[src/rtl/firefly_pulse_meter.sv]
// firefly_pulse_meter
//   Measures the high time and period of each full cycle of an asynchronous
//   square wave (the firefly divider output f1). It publishes one result per
//   rising-edge-to-rising-edge cycle, together with a one-cycle strobe.
//   Optional feature macro: GLITCH_FILTER_EN inserts a FILT_LEN-cycle stability
//   filter between the synchronizer and the edge detector.
module firefly_pulse_meter #(
    parameter int CNT_W       = 16,
    parameter int SYNC_STAGES = 2,
    parameter int FILT_LEN    = 4
) (
    input  logic             clk,
    input  logic             rst_n,
    input  logic             f_in,
    input  logic             clr,
    output logic [CNT_W-1:0] high_cnt,
    output logic [CNT_W-1:0] period_cnt,
    output logic             meas_valid,
    output logic             overflow
);

    localparam logic [CNT_W-1:0] CNT_MAX = '1;

    typedef enum logic [1:0] {
        S_IDLE = 2'd0,
        S_HIGH = 2'd1,
        S_LOW  = 2'd2
    } state_t;

    state_t                 r_state;
    state_t                 w_state_nxt;
    logic [SYNC_STAGES-1:0] r_sync;
    logic                   w_sync;
    logic                   w_level;
    logic                   r_level_p0;
    logic                   w_rise;
    logic                   w_fall;
    logic [CNT_W-1:0]       r_pcnt;
    logic [CNT_W-1:0]       r_hreg;
    logic                   w_cap_high;
    logic                   w_publish;
    logic                   w_set_ovf;
    logic [CNT_W-1:0]       r_high;
    logic [CNT_W-1:0]       r_period;
    logic                   r_valid;
    logic                   r_ovf;

    // Input synchronizer: f_in enters at bit 0 and leaves at the top bit.
    always_ff @(posedge clk or negedge rst_n) begin
        if (!rst_n) begin
            r_sync <= '0;
        end else begin
            r_sync <= {r_sync[SYNC_STAGES-2:0], f_in};
        end
    end

    assign w_sync = r_sync[SYNC_STAGES-1];

`ifdef GLITCH_FILTER_EN
    localparam int FC_W = $clog2(FILT_LEN + 1);

    logic            r_filt;
    logic [FC_W-1:0] r_fcnt;

    // Stability filter: follow the synchronized level only after it has differed for FILT_LEN cycles.
    always_ff @(posedge clk or negedge rst_n) begin
        if (!rst_n) begin
            r_filt <= 1'b0;
            r_fcnt <= '0;
        end else if (w_sync != r_filt) begin
            if (r_fcnt == FC_W'(FILT_LEN - 1)) begin
                r_filt <= w_sync;
                r_fcnt <= '0;
            end else begin
                r_fcnt <= r_fcnt + 1'b1;
            end
        end else begin
            r_fcnt <= '0;
        end
    end

    assign w_level = r_filt;
`else
    // FILT_LEN only sizes the optional filter; it is referenced here to keep the parameter live.
    logic w_unused_filt_len;
    assign w_unused_filt_len = (FILT_LEN > 0);
    assign w_level           = w_sync;
`endif

    // Edge detector: delayed copy of the conditioned level.
    always_ff @(posedge clk or negedge rst_n) begin
        if (!rst_n) begin
            r_level_p0 <= 1'b0;
        end else begin
            r_level_p0 <= w_level;
        end
    end

    assign w_rise = w_level & ~r_level_p0;
    assign w_fall = ~w_level & r_level_p0;

    // Cycle counter: restarts at 1 on each rise and saturates at all-ones.
    always_ff @(posedge clk) begin
        if (w_rise) begin
            r_pcnt <= CNT_W'(1);
        end else if (r_pcnt != CNT_MAX) begin
            r_pcnt <= r_pcnt + 1'b1;
        end
    end

    // High-time capture taken at the falling edge, published at the following rise.
    always_ff @(posedge clk) begin
        if (w_cap_high) begin
            r_hreg <= r_pcnt;
        end
    end

    // FSM state register.
    always_ff @(posedge clk or negedge rst_n) begin
        if (!rst_n) begin
            r_state <= S_IDLE;
        end else begin
            r_state <= w_state_nxt;
        end
    end

    // FSM next state and control; clr beats saturation, saturation beats edges.
    always_comb begin
        w_state_nxt = r_state;
        w_cap_high  = 1'b0;
        w_publish   = 1'b0;
        w_set_ovf   = 1'b0;
        if (clr) begin
            w_state_nxt = S_IDLE;
        end else begin
            case (r_state)
                S_IDLE: begin
                    if (w_rise) begin
                        w_state_nxt = S_HIGH;
                    end
                end
                S_HIGH: begin
                    if (r_pcnt == CNT_MAX) begin
                        w_state_nxt = S_IDLE;
                        w_set_ovf   = 1'b1;
                    end else if (w_fall) begin
                        w_state_nxt = S_LOW;
                        w_cap_high  = 1'b1;
                    end
                end
                S_LOW: begin
                    if (r_pcnt == CNT_MAX) begin
                        w_state_nxt = S_IDLE;
                        w_set_ovf   = 1'b1;
                    end else if (w_rise) begin
                        w_state_nxt = S_HIGH;
                        w_publish   = 1'b1;
                    end
                end
                default: begin
                    w_state_nxt = S_IDLE;
                end
            endcase
        end
    end

    // Result registers: update on publish, hold otherwise, cleared by clr.
    always_ff @(posedge clk or negedge rst_n) begin
        if (!rst_n) begin
            r_high   <= '0;
            r_period <= '0;
            r_valid  <= 1'b0;
            r_ovf    <= 1'b0;
        end else begin
            r_valid <= w_publish;
            if (clr) begin
                r_high   <= '0;
                r_period <= '0;
                r_ovf    <= 1'b0;
            end else begin
                if (w_publish) begin
                    r_high   <= r_hreg;
                    r_period <= r_pcnt;
                end
                if (w_set_ovf) begin
                    r_ovf <= 1'b1;
                end
            end
        end
    end

    assign high_cnt   = r_high;
    assign period_cnt = r_period;
    assign meas_valid = r_valid;
    assign overflow   = r_ovf;

endmodule

[config.mk]
export PLATFORM = sky130hd
export DESIGN_NAME = firefly_pulse_meter
export DESIGN_NICKNAME = d
export VERILOG_FILES = /design/src/rtl/firefly_pulse_meter.sv
export SDC_FILE = /design/constraint.sdc
export NUM_CORES = 1
export LEC_CHECK = 0
export ABC_AREA = 0
export CAP_MARGIN = 20
export CORE_UTILIZATION = 55
export CTS_BUF_LIST = sky130_fd_sc_hd__clkbuf_2 sky130_fd_sc_hd__clkbuf_4 sky130_fd_sc_hd__clkbuf_8
export CTS_CLUSTER_SIZE = 30
export DETAILED_ROUTE_END_ITERATION = 12
export GPL_TIMING_DRIVEN = 0
export PLACE_DENSITY = 0.81
export SYNTH_ARGS = -nofsm -noshare
export SYNTH_HDL_FRONTEND = slang
export SYNTH_SLANG_ARGS = --single-unit
[constraint.sdc]
create_clock -name clk -period 8.53 [get_ports clk]
set_input_delay 1.2795 -clock clk [delete_from_list [all_inputs] [get_ports clk]]
set_output_delay 1.2795 -clock clk [all_outputs]
set_load 0.005 [all_outputs]
==> impl_metrics.py, run 1 <==
metrics = {
    "synthesis": {
        "synth_area_per_cell_um2": 12.2,
        "postSynthCellCount": 238,
        "synth.top_cells.by_area": "dfrtp_1 (34%), edfxtp_1 (17%), mux2i_1 (11%)",
        "synth_fp_nets": 247,
        "seq_area_frac_synth_pct": 61.1,
        "synth.most_common_cell": "nor2_1",
        "synthFlopType": "dfrtp_1",
        "ys_warn_count": 0,
        "synth-seq-cells": 71,
        "ys_types": 35,
        "netlist.area_leader.share_pct": 33.6,
        "synth-edff-count": 16,
        "syn_area_mm2": 0.00291,
        "synth_area_leader_cell": "dfrtp_1",
        "async_flop_share_pct": 54.9,
        "synth_common_cells": "nor2_1 (51), dfrtp_1 (39), mux2i_1 (33)",
    },
    "sta": {
        "hold_viol": 0,
        "rsz0062_at_grt": "false",
        "fin_skew_ns": 0.00736,
        "min_period_over_period_pct": 31.9,
        "timing.setup.tns_ns": 0,
        "fmax_mhz": 368,
        "drv_slew": 0,
        "min_period_ns": 2.72,
        "setup_viol": 0,
        "worst_slew_pin_slew_ns": 0.868,
        "max-slew-margin-rel_pct": 42.1,
    },
    "cts": {
        "clock_path_buffers": 2,
        "insertion_delay_ns": 0.34,
        "path_clk_slew_ns": 0.07,
        "cts-resized-gates": 0,
        "cts_setup_buffers": 0,
        "cts_num_sinks": 71,
        "cts-hold-fix-buffers": 0,
        "cts_tree": "done",
        "htreeDepth": 3,
        "root_buffer": "clkbuf_8",
        "cts_buffers": 9,
    },
    "global_routing": {
        "gr-usage-met3_pct": 4.28,
        "grt.met1_usage_pct": 29.5,
        "grtUsageMet2_pct": 35.2,
        "track_usage_pct": 22.3,
        "grt_antenna_before_repair": 0,
        "gr-total-overflow": 0,
        "grt_pass1_vias": 1793,
        "grt-busiest-layer": "met2",
        "grt_first_pass_wirelength_um": 8840,
        "grt_max_degree": 40,
    },
    "layout": {
        "n_antenna_cell": 0,
        "drive_above_1_share_pct": 11.0,
        "stdcell_count": 362,
        "syn2layout_area_growth_pct": 23.8,
        "fill_cells": 377,
        "final_util_pct": 70.5,
        "final_nets": 296,
    },
    "critical_path": {
        "crit_arrival_ns": 2.76,
        "critPathKind": "input pin to register",
        "cp-end-kind": "register",
        "cpPeakStageDelay_ns": 0.52,
        "critPathSlowestCell": "nor3_2",
        "cp.depth": 4,
        "r2r-end": "r_hreg[11]",
        "ff2ff_setup_slack_ns": 6.12,
        "cp.required_ns": 8.57,
        "path_max_fanout": 13,
        "startpoint": "clr",
        "cp_top_family": "buffers and inverters",
        "cp-endpoint": "r_hreg[11]",
        "reg2reg_from": "r_pcnt[0]",
        "cp-start-kind": "input pin",
        "reg2reg_depth": 6,
        "crit_chain": "clkdlybuf4s50_1 > clkbuf_1 > nor3_2 > buf_6",
        "cp_num_buf_inv": 3,
    },
    "detailed_routing": {
        "via_per_inst": 5.23,
        "dr.pass1.iters": 4,
        "drt_wl_total_um": 5440,
        "vias": 1892,
        "route.detailed.drc": 0,
        "wire_per_inst_um": 15.0,
        "drtIter0Drc": 121,
        "antenna_left": 0,
    },
    "status": {
        "outcome": "finished clean",
    },
    "run": {
        "drv_cap": 0,
    },
    "power": {
        "p_int_mw": 0.554,
        "p_comb_share_pct": 6.1,
        "power.density_mw_per_mm2": 199,
        "sw_frac_of_total_pct": 22.5,
        "switchingPower_mw": 0.161,
        "ir_drop_mv": 0.139,
        "clkPwrFrac_pct": 41.5,
        "p_seq_share_pct": 52.4,
        "p_leak_nw": 1.40,
    },
    "placement": {
        "place.gp.congestion": 0.785,
        "port_buffers": 37,
        "place_hpwl_um": 3610,
        "place_inst": 346,
    },
    "hold_path": {
        "hp-class": "register to register",
    },
    "floorplanning": {
        "rows": 26,
        "die_w_um": 74.7,
        "die_h_um": 74.7,
        "start_util_pct": 56.9,
        "io-pin-count": 38,
        "core-area_mm2": 0.00511,
        "dieArea_mm2": 0.00558,
    },
}
[per-layer routing]
layer	vias up	share of wire, %
li1	918	-
met1	920	46
met2	46	49
met3	8	3.4
met4	0	1.7
met5	-	0
[power by group through the flow]
stage	clock, mW	combinational, mW	sequential (mW)
after global placement	0	0.0425	0.381
after CTS	0.301	0.0443	0.375
after floorplan	0	0.0306	0.376
after detailed placement	0	0.0440	0.381
final	0.297	0.0434	0.375
after global routing	0.315	0.0490	0.377
[placed cells by master (no fill, tap or decap), types with 2 or more instances in the layout]
cell type	netlist	final
o21ai_0	2	2
bufinv_16	0	2
or3_1	2	2
inv_1	3	3
nand4_1	3	3
xnor2_1	6	6
clkbuf_8	0	10
clkdlybuf4s50_1	0	36
clkbuf_4	0	2
dfrtp_1	39	39
nor2_1	51	51
and3_1	2	2
mux2i_1	33	33
xor2_1	5	5
a21oi_1	4	4
nor3_1	6	5
clkbuf_1	5	5
dfxtp_1	16	16
nor3_2	2	3
nand3_1	7	7
ha_1	5	5
nand2_1	7	7
and4_1	4	4
buf_6	4	5
nand2b_1	2	2
buf_2	2	3
edfxtp_1	16	16
[state kept, by name, summed over array words and instances (netlist names)]
name,count
high_cnt,16
period_cnt,16
r_hreg,16
r_pcnt,16
r_state,2
r_sync,2
meas_valid,1
overflow,1
r_level_p0,1
[metrics by stage]
stage / instance area (um2) / power, mW / hold slack [ns] / worst slack [ns]
5_1_grt: 3600 / 0.740 / 0.372 / 5.77
4_1_cts: 3600 / 0.720 / 0.357 / 5.84
6_report: 3600 / 0.715 / 0.357 / 5.81
2_1_floorplan: 2910 / 0.407 / 0.331 / 5.45
3_5_place_dp: 3380 / 0.425 / 0.341 / 5.48
3_3_place_gp: 3370 / 0.424 / 0.341 / 4.26
[final cells by class]
cell class                 instances  area (um2)  share of cell area [%]
buffer                            11        73.8                    2.05
clock buffer                      12         153                    4.24
clock inverter                     4        68.8                    1.91
inverter                           3        11.3                   0.313
multi-input combinational        153        1050                    29.2
sequential                        71        1780                    49.4
tap                               70        87.6                    2.43
timing repair buffer              38         377                    10.5
[cell families (layout without fill, tap and decap cells)]
| kind of cell | count (synthesis) | in the layout | share of synthesized area, % |
|---|---|---|---|
| AOI/OAI and AO/OA | 11 | 11 | 2.80 |
| buffers and inverters | 14 | 68 | 2.93 |
| DFF | 71 | 71 | 61.1 |
| muxes | 33 | 33 | 11.4 |
| xor gates and xnor gates | 11 | 11 | 3.31 |
| and+or+nand+nor | 93 | 93 | 16.4 |
| adders and majority gates | 5 | 5 | 2.15 |
[how the worst min path moves through the flow]
stage,start,end,depth (start not counted)
floorplan,r_sync[0],r_sync[1],0
global placement,r_sync[0],r_sync[1],0
detailed placement,r_sync[0],r_sync[1],0
CTS,r_sync[0],r_sync[1],0
global route,r_sync[0],r_sync[1],0
finish,r_sync[0],r_sync[1],0
Note: power is estimated with default switching activity, not from simulation.
==> run 2, diff against run 1 <==
- CORE_UTILIZATION: 55 -> 51
- PLACE_DENSITY: 0.81 -> 0.79
- clock period: 8.53 -> 2.5 ns (I/O delays scaled with it)
==> run 2 against run 1 <==
Sequential power rose to 3.4 times the previous value; count of clock-buffer cells in the layout fell by 1; clock power grew to 3.5 times the previous value; critical path type is now register to register.
==> impl_metrics.py, run 2 (synthesis results as in run 1) <==
metrics = {
    "status": {
        "outcome": "finished clean",
    },
    "detailed_routing": {
        "drt_wl_total_um": 5390,
        "via_per_inst": 5.18,
        "wire_per_inst_um": 14.8,
        "antenna_left": 0,
        "vias": 1884,
        "dr.pass1.iters": 4,
        "drtIter0Drc": 115,
        "route.detailed.drc": 0,
    },
    "cts": {
        "cts_num_sinks": 71,
        "root_buffer": "clkbuf_8",
        "cts-hold-fix-buffers": 0,
        "cts-resized-gates": 0,
        "clock_path_buffers": 2,
        "path_clk_slew_ns": 0.07,
        "cts_tree": "done",
        "htreeDepth": 3,
        "insertion_delay_ns": 0.34,
        "cts_setup_buffers": 0,
        "cts_buffers": 9,
    },
    "sta": {
        "min_period_over_period_pct": 93.7,
        "min_period_ns": 2.34,
        "fmax_mhz": 427,
        "max-slew-margin-rel_pct": 42.4,
        "setup_viol": 0,
        "drv_slew": 0,
        "rsz0062_at_grt": "false",
        "hold_viol": 0,
        "worst_slew_pin_slew_ns": 0.863,
        "fin_skew_ns": 0.00634,
    },
    "critical_path": {
        "cp-end-kind": "register",
        "reg2reg_depth": 6,
        "cp.required_ns": 2.55,
        "ff2ff_setup_slack_ns": 0.16,
        "critPathKind": "register to register",
        "path_max_fanout": 13,
        "cp-start-kind": "register",
        "crit_arrival_ns": 2.39,
    },
    "run": {
        "drv_cap": 0,
    },
    "global_routing": {
        "grt_pass1_vias": 1755,
        "grt_first_pass_wirelength_um": 8750,
        "grt_max_degree": 40,
        "grt_antenna_before_repair": 0,
        "gr-total-overflow": 0,
        "track_usage_pct": 19.6,
    },
    "hold_path": {
        "hp-class": "input pin to async pin",
    },
    "placement": {
        "place_hpwl_um": 3580,
        "port_buffers": 37,
        "place_inst": 348,
        "place.gp.congestion": 0.845,
    },
    "layout": {
        "n_antenna_cell": 0,
        "fill_cells": 409,
        "drive_above_1_share_pct": 11.3,
        "stdcell_count": 364,
        "syn2layout_area_growth_pct": 24.4,
        "regArea_mm2": 0.00178,
        "final_common_cell": "nor2_1",
        "final_nets": 296,
        "multiInputGateArea_mm2": 0.00106,
        "layout_common_cells": "nor2_1 (51), dfrtp_1 (39), clkdlybuf4s50_1 (36)",
    },
    "power": {
        "p_leak_nw": 1.40,
        "power.density_mw_per_mm2": 680,
        "ir_drop_mv": 0.441,
        "finalPower_mw": 2.46,
    },
    "floorplanning": {
        "die_h_um": 77.5,
        "start_util_pct": 52.8,
        "io-pin-count": 38,
        "die_w_um": 77.5,
        "rows": 27,
        "core-area_mm2": 0.00551,
        "dieArea_mm2": 0.00601,
    },
}
## run 2: cell types whose count changed in the layout (fill, tap and decap cells not counted)
cell,delta
clkbuf_8,+1
clkbuf_4,-2
nor3_4,+1
clkinv_1,-1
clkinvlp_4,+2
nor3_2,-1
## run 2: layout make-up
type	count	area share, %
Tap cell	72	2.49
Sequential cell	71	49.1
Buffer	11	2.04
Inverter	3	0.311
Clock buffer	11	4.19
Clock inverter	5	2.21
Multi-Input combinational cell	153	29.2
Timing Repair Buffer	38	10.4
## run 2: worst paths after layout
path                            endpoint  startpoint
max in group asynchronous  period_cnt[1]       rst_n
min                        period_cnt[9]       rst_n
max                            r_hreg[3]   r_pcnt[0]
max reg2reg                    r_hreg[3]   r_pcnt[0]
min reg2reg                    r_sync[1]   r_sync[0]
min in group clk               r_sync[1]   r_sync[0]
## run 2: routing by layer
layer  part of all wire [%]  vias to the layer above  global-route usage [%]  routed length, um
met2                     48                       40                    29.1               2610
met5                      0                        -                       0                  0
li1                       -                      922                       -                  -
met3                    3.2                       12                    3.65                174
met4                    1.5                        0                    12.6                 82
met1                     47                      910                    26.4               2520
## run 2: where the power goes
group          switching, mW  total [mW]  internal [mW]
Combinational         0.0936       0.152         0.0582
Clock                  0.416        1.03          0.614
Sequential            0.0538        1.28           1.23
## run 2: through the flow
stage | setup slack (ns) | hold slack [ns] | util (%) | area (um2) | TNS [ns]
floorplan | 0.103 | 0.0794 | - | 2910 | 0
global placement | -0.327 | 0.339 | 61.3 | 3370 | -5.22
detailed placement | 0.0977 | 0.350 | 61.4 | 3380 | 0
CTS | 0.0613 | 0.168 | 65.6 | 3610 | 0
global route | 0.0793 | 0.215 | 65.7 | 3620 | 0
finish | 0.158 | 0.130 | 65.7 | 3620 | 0
## run 2: worst max-delay path: stages, from the launching register on
cell and delay (ns):
dfxtp_1 0.42, ha_1 0.32, and4_1 0.23, and4bb_4 0.25, or2b_4 0.29, nor3_4 0.31
buf_6 0.23
==> run 3, diff against run 2 <==
- GPL_TIMING_DRIVEN: 0 -> default
==> run 3 against run 2 <==
Clock power shrank 22%; via count is 2.9% lower; non-clock buffer count fell by 8; largest cell class unchanged; highest routed layer unchanged.
==> impl_metrics.py, run 3 (synthesis results as in run 1) <==
metrics = {
    "cts": {
        "clock_path_buffers": 2,
        "cts-hold-fix-buffers": 0,
        "cts_setup_buffers": 0,
        "cts-resized-gates": 0,
        "cts_buffers": 9,
        "insertion_delay_ns": 0.33,
        "path_clk_slew_ns": 0.07,
        "htreeDepth": 3,
        "cts_tree": "done",
        "root_buffer": "clkbuf_8",
        "cts_num_sinks": 71,
    },
    "global_routing": {
        "grt_pass1_vias": 1865,
        "grt_first_pass_wirelength_um": 8750,
        "grt_max_degree": 40,
        "gr-total-overflow": 0,
        "track_usage_pct": 19.5,
        "grt_antenna_before_repair": 0,
    },
    "sta": {
        "setup_ws_ns": 0.298,
        "fmax_mhz": 454,
        "setup_viol": 0,
        "rsz0062_at_grt": "false",
        "min_period_ns": 2.20,
        "drv_slew": 0,
        "max-slew-margin-rel_pct": 41.7,
        "hold_viol": 0,
        "min_period_over_period_pct": 88.1,
        "fin_skew_ns": 0.00535,
        "timing.setup.tns_ns": 0,
        "worst_slew_pin_slew_ns": 0.874,
        "hold_ws_ns": 0.148,
    },
    "critical_path": {
        "crit_chain": "ha_1 > and4_1 > and4bb_4 > nor2_8 > mux2i_1 > nor2_1",
        "cp-end-kind": "register",
        "cp.required_ns": 2.72,
        "startpoint": "r_pcnt[0]",
        "reg2reg_from": "r_pcnt[0]",
        "cp-start-kind": "register",
        "critPathSlowestCell": "nor2_8",
        "cpPeakStageDelay_ns": 0.57,
        "critPathKind": "register to register",
        "path_max_fanout": 32,
        "crit_arrival_ns": 2.42,
    },
    "placement": {
        "place.gp.congestion": 0.802,
        "port_buffers": 37,
        "place_inst": 340,
        "pre_cts_slack_ns": 0.289,
        "place_hpwl_um": 3410,
    },
    "floorplanning": {
        "core-area_mm2": 0.00551,
        "io-pin-count": 38,
        "rows": 27,
        "die_h_um": 77.5,
        "start_util_pct": 52.8,
        "die_w_um": 77.5,
        "dieArea_mm2": 0.00601,
    },
    "layout": {
        "layout_common_cells": "nor2_1 (51), dfrtp_1 (39), clkdlybuf4s50_1 (36)",
        "drive_above_1_share_pct": 9.86,
        "syn2layout_area_growth_pct": 20.5,
        "n_antenna_cell": 0,
        "final_util_pct": 63.6,
        "final_nets": 288,
        "stdcell_count": 356,
        "final_common_cell": "nor2_1",
    },
    "detailed_routing": {
        "vias": 1829,
        "route.detailed.drc": 0,
        "drt_wl_total_um": 5150,
        "drtIter0Drc": 93,
        "dr.pass1.iters": 4,
        "antenna_left": 0,
        "wire_per_inst_um": 14.5,
        "via_per_inst": 5.14,
    },
    "hold_path": {
        "hp-class": "input pin to async pin",
    },
    "status": {
        "outcome": "finished clean",
    },
    "power": {
        "p_leak_nw": 1.35,
        "ir_drop_mv": 0.429,
        "power.density_mw_per_mm2": 635,
    },
    "run": {
        "drv_cap": 0,
    },
}
## run 3: cell types whose count changed in the layout (fill, tap and decap cells not counted), sizes merged
cell      delta
clkinvlp     -1
buf          -3
clkbuf       -4
bufinv       -2
clkinv       +2
## run 3: layout make-up
class | instances | area [um2]
Clock inverter | 4 | 20.0
Fill cell | 440 | 2000
Tap cell | 72 | 90.1
Sequential cell | 71 | 1780
Inverter | 3 | 11.3
Multi-Input combinational cell | 153 | 1050
Clock buffer | 12 | 159
Timing Repair Buffer | 41 | 395
## run 3: where the power goes
group          internal [mW]  leakage, nW  switching, mW
logic                 0.0531        0.444         0.0739
registers               1.23        0.815         0.0689
clock network          0.417       0.0909          0.385
## run 3: final timing paths
path	end	slack [ns]	cells after the start
min in group clk	r_sync[1]	0.36	0
max in group asynchronous	r_state[1]	1.79	1
setup / recovery	period_cnt[6]	0.30	6
hold reg to reg	r_sync[1]	0.36	0
setup reg to reg	period_cnt[6]	0.30	6
hold / removal	period_cnt[9]	0.15	1
## run 3: per-stage QoR
step / power (mW) / area [um2]
finish: 2.22 / 3500
global route: 2.32 / 3500
CTS: 2.25 / 3500
detailed placement: 1.45 / 3320
global placement: 1.44 / 3320
floorplan: 1.39 / 2910
## run 3: critical path, delay by kind of cell (launching register included)
kind          cells  cell delay, ns
fa+ha+maj         1            0.29
flops             1            0.37
mux               1            0.27
simple gates      4            1.12
## run 3: metal layers
metal | vias up | track usage, % | share of wire (%)
li1 | 907 | - | -
met1 | 884 | 24.5 | 46
met2 | 31 | 30.9 | 49
met3 | 7 | 5.41 | 3.1
met4 | 0 | 10.2 | 1.6
met5 | - | 0 | 0
